`src/rtl/div_unit.sv`:
```
// Iterative 32-bit radix-2 restoring divider (div.w/mod.w/div.wu/mod.wu) with valid/ready handshake.
// Define DIV_EARLY_OUT_EN to skip iteration when b=0 or |b|>|a|.
module div_unit (
    input  logic        clk,
    input  logic        rstn,
    input  logic        in_valid,
    output logic        in_ready,
    input  logic [1:0]  op,
    input  logic [31:0] a,
    input  logic [31:0] b,
    input  logic        flush,
    output logic        out_valid,
    input  logic        out_ready,
    output logic [31:0] y,
    output logic        busy
);

    typedef enum logic [1:0] {IDLE, CALC, DONE} state_t;

    state_t      state_q, state_d;
    logic [4:0]  cnt_q, cnt_d;
    logic [31:0] quo_q, quo_d;
    logic [31:0] rem_q, rem_d;
    logic [31:0] dvs_q, dvs_d;
    logic        remsel_q, remsel_d;
    logic        sa_q, sa_d;
    logic        sb_q, sb_d;
    logic        bz_q, bz_d;

    logic        accept, is_signed, sa, sb, early;
    logic [31:0] mag_a, mag_b, quot, rem;
    logic [32:0] rem_shift, diff;

    function automatic logic [31:0] neg32(input logic [31:0] x);
        return ~x + 32'd1;
    endfunction

    always_comb begin
        is_signed = ~op[1];
        sa        = is_signed & a[31];
        sb        = is_signed & b[31];
        // 0x80000000 negates to itself, which read unsigned is exactly 2^31.
        mag_a     = sa ? neg32(a) : a;
        mag_b     = sb ? neg32(b) : b;
        accept    = in_valid & in_ready;
`ifdef DIV_EARLY_OUT_EN
        early     = (b == 32'd0) || (mag_b > mag_a);
`else
        early     = 1'b0;
`endif
        rem_shift = {rem_q, quo_q[31]};
        diff      = rem_shift - {1'b0, dvs_q};
    end

    always_ff @(posedge clk or negedge rstn) begin
        if (!rstn) begin
            state_q  <= IDLE;
            cnt_q    <= 5'd0;
            quo_q    <= 32'd0;
            rem_q    <= 32'd0;
            dvs_q    <= 32'd0;
            remsel_q <= 1'b0;
            sa_q     <= 1'b0;
            sb_q     <= 1'b0;
            bz_q     <= 1'b0;
        end else begin
            state_q  <= state_d;
            cnt_q    <= cnt_d;
            quo_q    <= quo_d;
            rem_q    <= rem_d;
            dvs_q    <= dvs_d;
            remsel_q <= remsel_d;
            sa_q     <= sa_d;
            sb_q     <= sb_d;
            bz_q     <= bz_d;
        end
    end

    always_comb begin
        state_d = state_q;
        if (flush) begin
            state_d = IDLE;
        end else begin
            case (state_q)
                IDLE:    if (accept) state_d = early ? DONE : CALC;
                CALC:    if (cnt_q == 5'd31) state_d = DONE;
                DONE:    if (out_ready) state_d = IDLE;
                default: state_d = IDLE;
            endcase
        end
    end

    always_comb begin
        cnt_d    = cnt_q;
        quo_d    = quo_q;
        rem_d    = rem_q;
        dvs_d    = dvs_q;
        remsel_d = remsel_q;
        sa_d     = sa_q;
        sb_d     = sb_q;
        bz_d     = bz_q;
        if (accept) begin
            cnt_d    = 5'd0;
            dvs_d    = mag_b;
            remsel_d = op[0];
            sa_d     = sa;
            sb_d     = sb;
            bz_d     = (b == 32'd0);
            if (early) begin
                quo_d = (b == 32'd0) ? 32'hFFFF_FFFF : 32'd0;
                rem_d = mag_a;
            end else begin
                quo_d = mag_a;
                rem_d = 32'd0;
            end
        end else if (state_q == CALC) begin
            // quo_q shifts the dividend out at the top and the quotient bits in at the bottom.
            cnt_d = cnt_q + 5'd1;
            if (!diff[32]) begin
                rem_d = diff[31:0];
                quo_d = {quo_q[30:0], 1'b1};
            end else begin
                rem_d = rem_shift[31:0];
                quo_d = {quo_q[30:0], 1'b0};
            end
        end
    end

    always_comb begin
        quot      = ((sa_q ^ sb_q) & ~bz_q) ? neg32(quo_q) : quo_q;
        rem       = sa_q ? neg32(rem_q) : rem_q;
        out_valid = (state_q == DONE);
        in_ready  = (state_q == IDLE) & ~flush;
        busy      = (state_q != IDLE);
        y         = out_valid ? (remsel_q ? rem : quot) : 32'd0;
    end

endmodule

```
`config.mk`:
```
export PLATFORM = sky130hd
export DESIGN_NAME = div_unit
export DESIGN_NICKNAME = d
export VERILOG_FILES = /design/src/rtl/div_unit.sv
export SDC_FILE = /design/constraint.sdc
export NUM_CORES = 1
export LEC_CHECK = 0
export BUFFER_PORTS_ARGS = -buffer_cell sky130_fd_sc_hd__buf_2
export CAP_MARGIN = 20
export CELL_PAD_IN_SITES_DETAIL_PLACEMENT = 1
export CELL_PAD_IN_SITES_GLOBAL_PLACEMENT = 1
export CORE_MARGIN = 10
export CORE_UTILIZATION = 45
export DETAILED_ROUTE_END_ITERATION = 6
export GPL_ROUTABILITY_DRIVEN = 0
export PLACE_DENSITY_LB_ADDON = 0.1
export SLEW_MARGIN = 5
export SYNTH_ARGS = -nofsm -noshare
export SYNTH_HDL_FRONTEND = slang
export SYNTH_SLANG_ARGS = --single-unit
```
`constraint.sdc`:
```
create_clock -name clk -period 3.6 [get_ports clk]
set_input_delay 0.72 -clock clk [delete_from_list [all_inputs] [get_ports clk]]
set_output_delay 0.72 -clock clk [all_outputs]
set_load 0.005 [all_outputs]
```
Word level (Yosys, flattened, before mapping). Index checks and enable logic that the tools add are counted.

Register bits: 107. Input port bits: 71. Output and inout bits: 35. Logic and storage cells: 58.

$add $sub $neg: 6. Eq/ne operators: 6. Muxes and demuxes: 19. Bitwise logic cells: 13. Reductions and logical operators: 5.

Operator list (number): 32-bit 2-to-1 mux (11); 32-bit by 1-bit adder with 32-bit output, second input constant (4); 32-bit inverter (4); 33-bit by 32-bit subtractor with 33-bit output (1); 32-bit logical NOT (1); 5-bit 2-to-1 mux (2); 2-bit 2-to-1 mux (4); 3-bit != test, second input constant (2); 2-bit case mux with 3 select lines (1); 5-bit by 1-bit adder with 5-bit output, second input constant (1); 1-bit AND (5); 5-bit equality test, second input constant (1); 2-bit nonzero test (2); 3-bit by 2-bit != test with 1-bit output, second input constant (1); 1-bit inverter (3); 3-bit AND reduction (1); 2-bit by 1-bit equality test with 1-bit output, second input constant (1); 2-bit equality test, second input constant (1); 2-bit logical NOT (1); 1-bit 2-to-1 mux (1); 1-bit XOR (1).

Longest topological paths before layout. Gate-level depths: netlist (run 1).

Word-level depth: 6. Gate-level depth with buffers: 13. Depth with buffers taken out: 12.

Worst setup path before layout (run 1). Ideal clock, no wire load.

Kind: register to output. Start: reg rem_q[12]. End: out y[25]. Data arrival time: 2554 ps. Required time: 2880 ps. Setup slack: 326 ps. Cell stages (with the launch flop): 8. Path buffers: 0. Cell sequence: dfrtp_1 -> or3_1 -> or4_1 -> or3_1 -> or3_4 -> o31ai_2 -> xor2_1 -> a211oi_1.

Cells in the longest elaborated chain, start to end: 5.

RTL lines: from (decl) (RTL line 23) `logic [31:0] rem_q, rem_d;`; from (signal assigned) (RTL line 70) `rem_q <= rem_d;`; 32-bit inverter (RTL line 35) `return ~x + 32'd1;`; 32-bit by 1-bit adder with 32-bit output (RTL line 35); 32-bit 2-to-1 mux (RTL line 131) `rem = sa_q ? neg32(rem_q) : rem_q;`; 32-bit 2-to-1 mux (2 in series) (RTL line 135) `y = out_valid ? (remsel_q ? rem : quot) : 32'd0;`; to (decl) (RTL line 14) `output logic [31:0] y,`.

No other way between the ends.

Final worst setup path (run 1).
Start: reg rem_q[0]. End: out y[28].

The elaborated chain is that of the path after synthesis.

==> results.sh, run 1 <==
export IMPL_status="finished, violations left"
export IMPL_failed_checks="negative setup slack"
export IMPL_synth_ff_type="dfrtp_1"
export IMPL_drive_gt1_share_pct=19.95
export IMPL_grt_total_usage_pct=21.91
export IMPL_drt_iter0_drc=549
export IMPL_fp_dieH_microns=163.4
export IMPL_io_buffers=105
export IMPL_fill_cells=2517
export IMPL_routed_via_density=5.820
export IMPL_fin_crit_ns=3.860
export IMPL_finalMaxSlewViolations=0
export IMPL_clk_pin_slew_ns=0.08
export IMPL_max_slew_margin_pct=32.84
export IMPL_yosys_area_top_type="dfrtp_1"
export IMPL_die_x_microns=163.4
export IMPL_drc=0
export IMPL_routedWlPerCell_microns=18.96
export IMPL_synth_nets=1284
export IMPL_root_buffer="clkbuf_16"
export IMPL_synthDistinctLibCells=70
export IMPL_hold_buffers=0
export IMPL_ys_warn_count=0
export IMPL_yosysSeqAreaShare_pct=28.95
export IMPL_io_pins=106
export IMPL_cts_tree="built"
export IMPL_grt_pass1_wl_mm=48.28
export IMPL_setup_viol_count_final=11
export IMPL_worstMarginPinSlew_ns=1.007
export IMPL_cts_sinks=107
export IMPL_start_util_pct=45.71
export IMPL_insertion_delay_ns=0.36
export IMPL_async_reset_ff_share_pct=100.0
export IMPL_ctsHtreeMaxLevel=3
export IMPL_regArea_sq_um=2679
export IMPL_grt_ovfl_total=0
export IMPL_vias=9067
export IMPL_grt_max_degree=52
export IMPL_n_antenna_cell=0
export IMPL_skew_ns=0.004712
export IMPL_setup_tns_ns=-1.953
export IMPL_crit_path_max_fanout=4
export IMPL_grtUsageMet2_pct=38.18
export IMPL_finalWorstSetupSlack_ns=-0.2598
export IMPL_use_met1_pct=27.74
export IMPL_grt_setup_unrepaired="yes"
export IMPL_leakagePower_uw=0.004762
export IMPL_peakVddDrop_v=0.0004782
export IMPL_crit_path_end_kind="output port"
export IMPL_drt_total_wl_mm=29.54
export IMPL_design_die_area_sq_um=26690
export IMPL_area_growth_syn_to_layout_pct=18.25
export IMPL_synth_edf_count=0
export IMPL_synthesis_instances=1174
export IMPL_final_hold_viol_count=0
export IMPL_drtAntennaViolNets=0
export IMPL_grt_use_met3_pct=3.448
export IMPL_max_freq_mhz=259.1
export IMPL_crit_slowest_cell="dfrtp_1"
export IMPL_path_delay_family="simple AND/OR/NAND/NOR gates"
export IMPL_critPathBufInv=2
export IMPL_ys_top_cells_by_area="dfrtp_1 29%, xor2_1 8.0%, o21ai_0 6.0%, xnor2_1 5.5%, ha_1 5.1%"
export IMPL_cts_made_buffers=9
export IMPL_startpoint_type="flip-flop"
export IMPL_critPathKind="reg2out"
export IMPL_first_global_vias=9241
export IMPL_critPathRequiredTime_ns=2.88
export IMPL_ys_seq_elements=107
export IMPL_rows=52
export IMPL_p_per_area_nw_per_um2=707.0
export IMPL_dpl_hpwl_mm=22.39
export IMPL_netlist_area_sq_um=9250
export IMPL_power_total_uw=7733
export IMPL_finalNetCount=1395
export IMPL_avgSynthCellArea_sq_um=7.879
export IMPL_coreArea_sq_um=20230
export IMPL_cpMostUsedCell="or3_4"
export IMPL_maxCapViolations=0
export IMPL_cp_data_arrival_time_ns=3.14
export IMPL_busiest_layer="met2"
export IMPL_antenna_found_initial=0
export IMPL_synth_top_area_share_pct=28.95
export IMPL_clk_path_buf_depth=2
export IMPL_hold_path_class="in2async"
export IMPL_crit_path_cell_trace="inv_2, ha_4, nand2_2, or3_4, nand2b_4, or3_4, or3_4, o21ai_4, xor2_2, a211oi_2, buf_2"
export IMPL_dr_pass1_iters=4
export IMPL_multi_input_area_sq_um=6395
export IMPL_max_stage_delay_ns=0.41
export IMPL_fin_crit_sh_pct=107.2
state kept, by name, indices dropped and copies added, names as in the netlist:
register	flops
quo_q	32
rem_q	32
state_q	2
remsel_q	1
cnt_q	5
bz_q	1
sa_q	1
dvs_q	32
sb_q	1
cells by family (layout without fill, tap and decap cells):
logic type | after synthesis | in the layout | synth area share (%)
and+or+nand+nor | 374 | 374 | 20.29
muxes | 12 | 12 | 1.299
xor gates and xnor gates | 143 | 143 | 13.54
adders and majority gates | 39 | 39 | 5.356
buffers and inverters | 123 | 237 | 5.086
AOI/OAI and AO/OA | 376 | 376 | 25.48
DFF | 107 | 107 | 28.95
final timing paths:
| check | from | cells after the start | slack, ns | to |
|---|---|---|---|---|
| setup / recovery | rem_q[0] | 11 | -0.26 | y[28] |
| hold / removal | rstn | 1 | 0.36 | dvs_q[3] |
| setup reg to reg | rem_q[0] | 12 | 0.24 | rem_q[31] |
| hold reg to reg | dvs_q[22] | 2 | 0.48 | dvs_q[22] |
| max in group asynchronous | rstn | 2 | 2.45 | rem_q[27] |
| min in group clk | dvs_q[22] | 2 | 0.48 | dvs_q[22] |
synthesized netlist by cell type, drive strengths merged (2+ instances only):
| cell type | number |
|---|---|
| dfrtp | 107 |
| xor2 | 85 |
| clkbuf | 60 |
| a211oi | 35 |
| or4 | 9 |
| inv | 52 |
| nand3 | 47 |
| nand4 | 11 |
| nor3 | 17 |
| a22oi | 30 |
| o2111ai | 3 |
| a21oi | 72 |
| a31o | 2 |
| a21o | 14 |
| or4b | 2 |
| mux2i | 12 |
| a221o | 2 |
| a211o | 2 |
| o211ai | 6 |
| xnor2 | 58 |
| buf | 11 |
| nor3b | 2 |
| o41ai | 9 |
| and2 | 5 |
| and4 | 2 |
| a31oi | 8 |
| o31a | 2 |
| o31ai | 25 |
| nor2 | 105 |
| o21ai | 147 |
| nand2b | 12 |
| nand2 | 102 |
| a221oi | 4 |
| nor2b | 11 |
| o41a | 2 |
| or2 | 5 |
| nand4b | 2 |
| o21a | 4 |
| a2111oi | 2 |
| nor4 | 15 |
| ha | 38 |
| or3 | 19 |
| and3 | 5 |
cells in the final DEF (no fill, tap or decap), types with 6 or more instances in the layout:
cell type / instances
nor4_1: 8
xnor2_1: 58
a21o_1: 14
o21ai_1: 35
nor2b_1: 9
a211oi_1: 23
ha_1: 37
inv_1: 50
a21oi_1: 72
a22oi_1: 30
nand4_1: 11
nand3_1: 46
o31ai_1: 17
a31oi_1: 8
dfrtp_1: 106
o211ai_1: 6
mux2i_1: 12
o41ai_1: 7
clkbuf_16: 9
a211oi_2: 12
nand2_1: 98
buf_4: 62
xor2_1: 84
o21ai_0: 108
or3_4: 7
nand2b_1: 9
or3_1: 11
o31ai_4: 7
buf_2: 104
nor2_1: 102
nor3_1: 14
what timing repair did:
item,4_1_cts,5_1_grt
gates resized for setup,28,30
gates cloned,0,0
setup endpoints to repair,15,26
buffers inserted,2,10
pin swaps,18,18
hold endpoints to repair,0,0
power by group:
part           internal, uW  switching, uW  total (uW)  leakage (uW)
registers              1530            505        2030       0.00135
logic                  2030           2690        4720       0.00327
clock network           498            480         978      0.000137
total                  4050           3680        7730       0.00476
per-stage QoR:
| stage | cells | utilization [%] | cell area, sq um | hold WS (ns) | worst slack, ns |
|---|---|---|---|---|---|
| after floorplan | 1174 | - | 9250 | 0.4244 | 0.3264 |
| after global placement | 1531 | 50.80 | 10280 | 0.4651 | 0.05408 |
| after detailed placement | 1531 | 50.80 | 10280 | 0.4711 | -0.02348 |
| after CTS | 1547 | 52.99 | 10720 | 0.3898 | -0.2658 |
| after global routing | 1558 | 54.06 | 10940 | 0.3991 | -0.3634 |
| final | 1558 | 54.06 | 10940 | 0.3624 | -0.2598 |
final cells by class:
type,count,area share (%)
clock buffers,11,2.311
clock inverters,3,0.1373
inverters,52,1.784
multi-input cells,944,58.46
flip-flops and latches,107,24.49
well taps,270,3.089
repair buffers,171,9.723
metal layers:
layer	vias to the layer above	share of wire, %
met2	118	51
met5	-	0
met3	29	2.6
met4	0	1.6
li1	4430	-
met1	4490	45
Note: power is estimated with default switching activity, not from simulation.
==> run 2: changes to the inputs <==
--- a/config.mk
+++ b/config.mk
@@ -5,15 +5,17 @@
 export SDC_FILE = /design/constraint.sdc
 export NUM_CORES = 1
 export LEC_CHECK = 0
+export ABC_AREA = 1
 export BUFFER_PORTS_ARGS = -buffer_cell sky130_fd_sc_hd__buf_2
 export CAP_MARGIN = 20
 export CELL_PAD_IN_SITES_DETAIL_PLACEMENT = 1
 export CELL_PAD_IN_SITES_GLOBAL_PLACEMENT = 1
 export CORE_MARGIN = 10
-export CORE_UTILIZATION = 45
+export CORE_UTILIZATION = 42
 export DETAILED_ROUTE_END_ITERATION = 6
 export GPL_ROUTABILITY_DRIVEN = 0
 export PLACE_DENSITY_LB_ADDON = 0.1
+export SETUP_SLACK_MARGIN = 0.5
 export SLEW_MARGIN = 5
 export SYNTH_ARGS = -nofsm -noshare
 export SYNTH_HDL_FRONTEND = slang
==> run 2 against run 1 <==
The flow now finishes without violations. Combinational power rose by 43%. Via count rose by 47%. Worst hold slack improved by 0.069 ns. Clock skew rose by 0.0069 ns. Wire length rose by 53%. Synthesized cell count rose by 66%. First-iteration DRC count rose by 87%. Area after synthesis rose by 23%. Die area rose by 27%. Critical endpoint is now y[16].
==> results.sh, run 2 <==
export IMPL_dr_pass1_iters=5
export IMPL_crit_slowest_cell="dfrtp_1"
export IMPL_stdcell_count=2385
export IMPL_cts_made_buffers=9
export IMPL_drt_total_wl_mm=45.34
export IMPL_synth_ff_type="dfrtp_1"
export IMPL_root_buffer="clkbuf_16"
export IMPL_synthDistinctLibCells=50
export IMPL_start_util_pct=42.32
export IMPL_design_area_sq_um=12910
export IMPL_critPathRequiredTime_ns=2.88
export IMPL_worstMarginPinSlew_ns=0.7796
export IMPL_routed_via_density=5.570
export IMPL_netlist_area_sq_um=11340
export IMPL_layout_commonest_cell="nand2_1"
export IMPL_placed_cell_area_sq_um=12190
export IMPL_vias=13280
export IMPL_synthTopCellsByCount="622 x nand2_1, 285 x inv_1, 218 x nor2_1"
export IMPL_ys_seq_elements=107
export IMPL_area_growth_syn_to_layout_pct=13.84
export IMPL_layout_common_cells="613 x nand2_1, 274 x inv_1, 194 x nand3_1"
export IMPL_ff2ff_setup_slack_ns=0.75
export IMPL_critPathKind="reg2out"
export IMPL_maxCapViolations=0
export IMPL_fin_crit_ns=3.071
export IMPL_max_stage_delay_ns=0.41
export IMPL_p_sw_share_pct=57.36
export IMPL_grt_setup_unrepaired="yes"
export IMPL_p_per_area_nw_per_um2=770.7
export IMPL_ys_warn_count=0
export IMPL_grt_ovfl_total=0
export IMPL_dpl_hpwl_mm=36.52
export IMPL_power_frac_clock_pct=10.1
export IMPL_status="complete, no violations"
export IMPL_synth_most_common_cell="nand2_1"
export IMPL_antenna_found_initial=2
export IMPL_max_slew_margin_pct=48.03
export IMPL_synth_top_area_share_pct=23.60
export IMPL_hold_buffers=0
export IMPL_synth_nets=2054
export IMPL_setup_viol_count_final=0
export IMPL_synth_edf_count=0
export IMPL_clk_pin_slew_ns=0.08
export IMPL_p_switching_uw=5709
export IMPL_yosys_area_top_type="dfrtp_1"
export IMPL_synthesis_instances=1944
export IMPL_fin_crit_sh_pct=85.32
export IMPL_reg_largest_list="dvs_q: 32 flops, quo_q: 32 flops, rem_q: 32 flops"
export IMPL_max_freq_mhz=325.6
export IMPL_skew_ns=0.01164
export IMPL_dp_cells=2350
export IMPL_cts_tree="built"
export IMPL_insertion_delay_ns=0.37
export IMPL_drc=0
export IMPL_finalMaxSlewViolations=0
export IMPL_drt_iter0_drc=1027
export IMPL_io_buffers=105
export IMPL_crit_path_end_kind="output port"
export IMPL_ctsHtreeMaxLevel=3
export IMPL_setup_tns_ns=0
export IMPL_leakagePower_uw=0.006792
export IMPL_clk_path_buf_depth=2
export IMPL_hold_path_class="in2async"
export IMPL_avgSynthCellArea_sq_um=5.835
export IMPL_power_combinational_fraction_pct=67.7
export IMPL_async_reset_ff_share_pct=100.0
export IMPL_final_hold_viol_count=0
export IMPL_first_global_vias=13440
export IMPL_ys_top_cells_by_area="dfrtp_1 24%, nand2_1 21%, inv_1 9.4%, nand3_1 8.8%, nor2_1 7.2%"
export IMPL_fp_dieH_microns=184.3
export IMPL_grt_total_usage_pct=26.11
export IMPL_p_int_uw=4244
export IMPL_cp_data_arrival_time_ns=2.35
export IMPL_finalNetCount=2149
export IMPL_coreArea_sq_um=26800
export IMPL_grt_pass1_wl_mm=71.10
export IMPL_io_pins=106
export IMPL_grt_max_degree=57
export IMPL_rows=60
export IMPL_drive_gt1_share_pct=14.33
export IMPL_peakVddDrop_v=0.0003001
export IMPL_yosysSeqAreaShare_pct=23.60
export IMPL_crit_path_cell_trace="inv_2, ha_4, nand3_4, nor2_4, nand2_2, nor2_4, inv_1, o21ai_2, nand2_1, nand2_1, o21ai_1, nor2_2, buf_2"
export IMPL_startpoint_type="flip-flop"
export IMPL_die_x_microns=184.3
export IMPL_crit_path_max_fanout=4
export IMPL_power_total_uw=9953
export IMPL_routedWlPerCell_microns=19.01
export IMPL_seqPwrFrac_pct=22.2
export IMPL_drtAntennaViolNets=0
export IMPL_design_die_area_sq_um=33980
export IMPL_timing_hold_ws_ns=0.4316
export IMPL_n_antenna_cell=0
export IMPL_cts_sinks=107
[run 2: cell types whose count changed after synthesis, moves of 35 or more]
cell	change
inv_1	+233
nand2_1	+521
nand3_1	+153
nor2_1	+113
o21ai_1	-35
xnor2_1	-48
xor2_1	-57
[run 2: final timing paths]
| kind | from | end | cells after the start |
|---|---|---|---|
| max | quo_q[0] | y[16] | 13 |
| min | rstn | rem_q[27] | 1 |
| max reg2reg | quo_q[31] | rem_q[31] | 16 |
| min reg2reg | dvs_q[26] | dvs_q[26] | 2 |
| max in group asynchronous | rstn | quo_q[10] | 2 |
| min in group clk | dvs_q[26] | dvs_q[26] | 2 |
[run 2: routing by layer]
layer | vias to the layer above | part of all wire, % | wire length [microns] | global-route usage, %
met3 | 72 | 5.4 | 2458 | 3.190
li1 | 6396 | - | - | -
met2 | 385 | 45 | 20390 | 41.24
met4 | 2 | 2.7 | 1208 | 8.030
met1 | 6429 | 47 | 21270 | 36.20
met5 | - | 0.040 | 18 | 0
[run 2: worst max-delay path: cells and delay by family (launching register included)]
kind	cells	cell delay, ns
simple gates	7	0.82
buf+inv	3	0.34
flops	1	0.41
fa+ha+maj	1	0.16
compound gates	2	0.24
[run 2: power groups by stage]
stage                     combinational (uW)  clock, uW  sequential [uW]
final                                   6740       1010             2210
after CTS                               6400       1020             2150
after detailed placement                6310          0             2170
after global routing                    7520       1070             2240
after global placement                  6090          0             2140
after floorplan                         4730          0             1900
[run 2: what timing repair did]
item                                   in CTS  in global routing
pin swaps                                   4                 15
cloned                                      0                  0
setup endpoints to repair                  16                 24
resized for setup                          20                 82
endpoints found under the hold margin       0                  0
setup buffers                               1                 18
[run 2: cell type report]
type / instances / area, sq um
clock buffers: 10 / 229.0
flip-flops and latches: 107 / 2691
multi-input cells: 1487 / 7571
inverters: 294 / 1109
clock inverters: 6 / 58.81
repair buffers: 140 / 828.3
well taps: 341 / 426.7
fillers: 3826 / 13890
[run 2: logic make-up after synthesis]
| kind of cell | synth area share (%) |
|---|---|
| and+or+nand+nor | 45.07 |
| buffers and inverters | 11.99 |
| AOI/OAI and AO/OA | 12.03 |
| DFF | 23.60 |
| adders and majority gates | 4.368 |
| xor gates and xnor gates | 2.934 |
[run 2: metrics by stage]
step | util (%) | setup WS (ns)
4_1_cts | 46.87 | 0.4285
5_1_grt | 48.18 | 0.3878
3_5_place_dp | 45.49 | 0.6149
3_3_place_gp | 45.49 | 0.7587
6_report | 48.18 | 0.5287
2_1_floorplan | - | 1.182
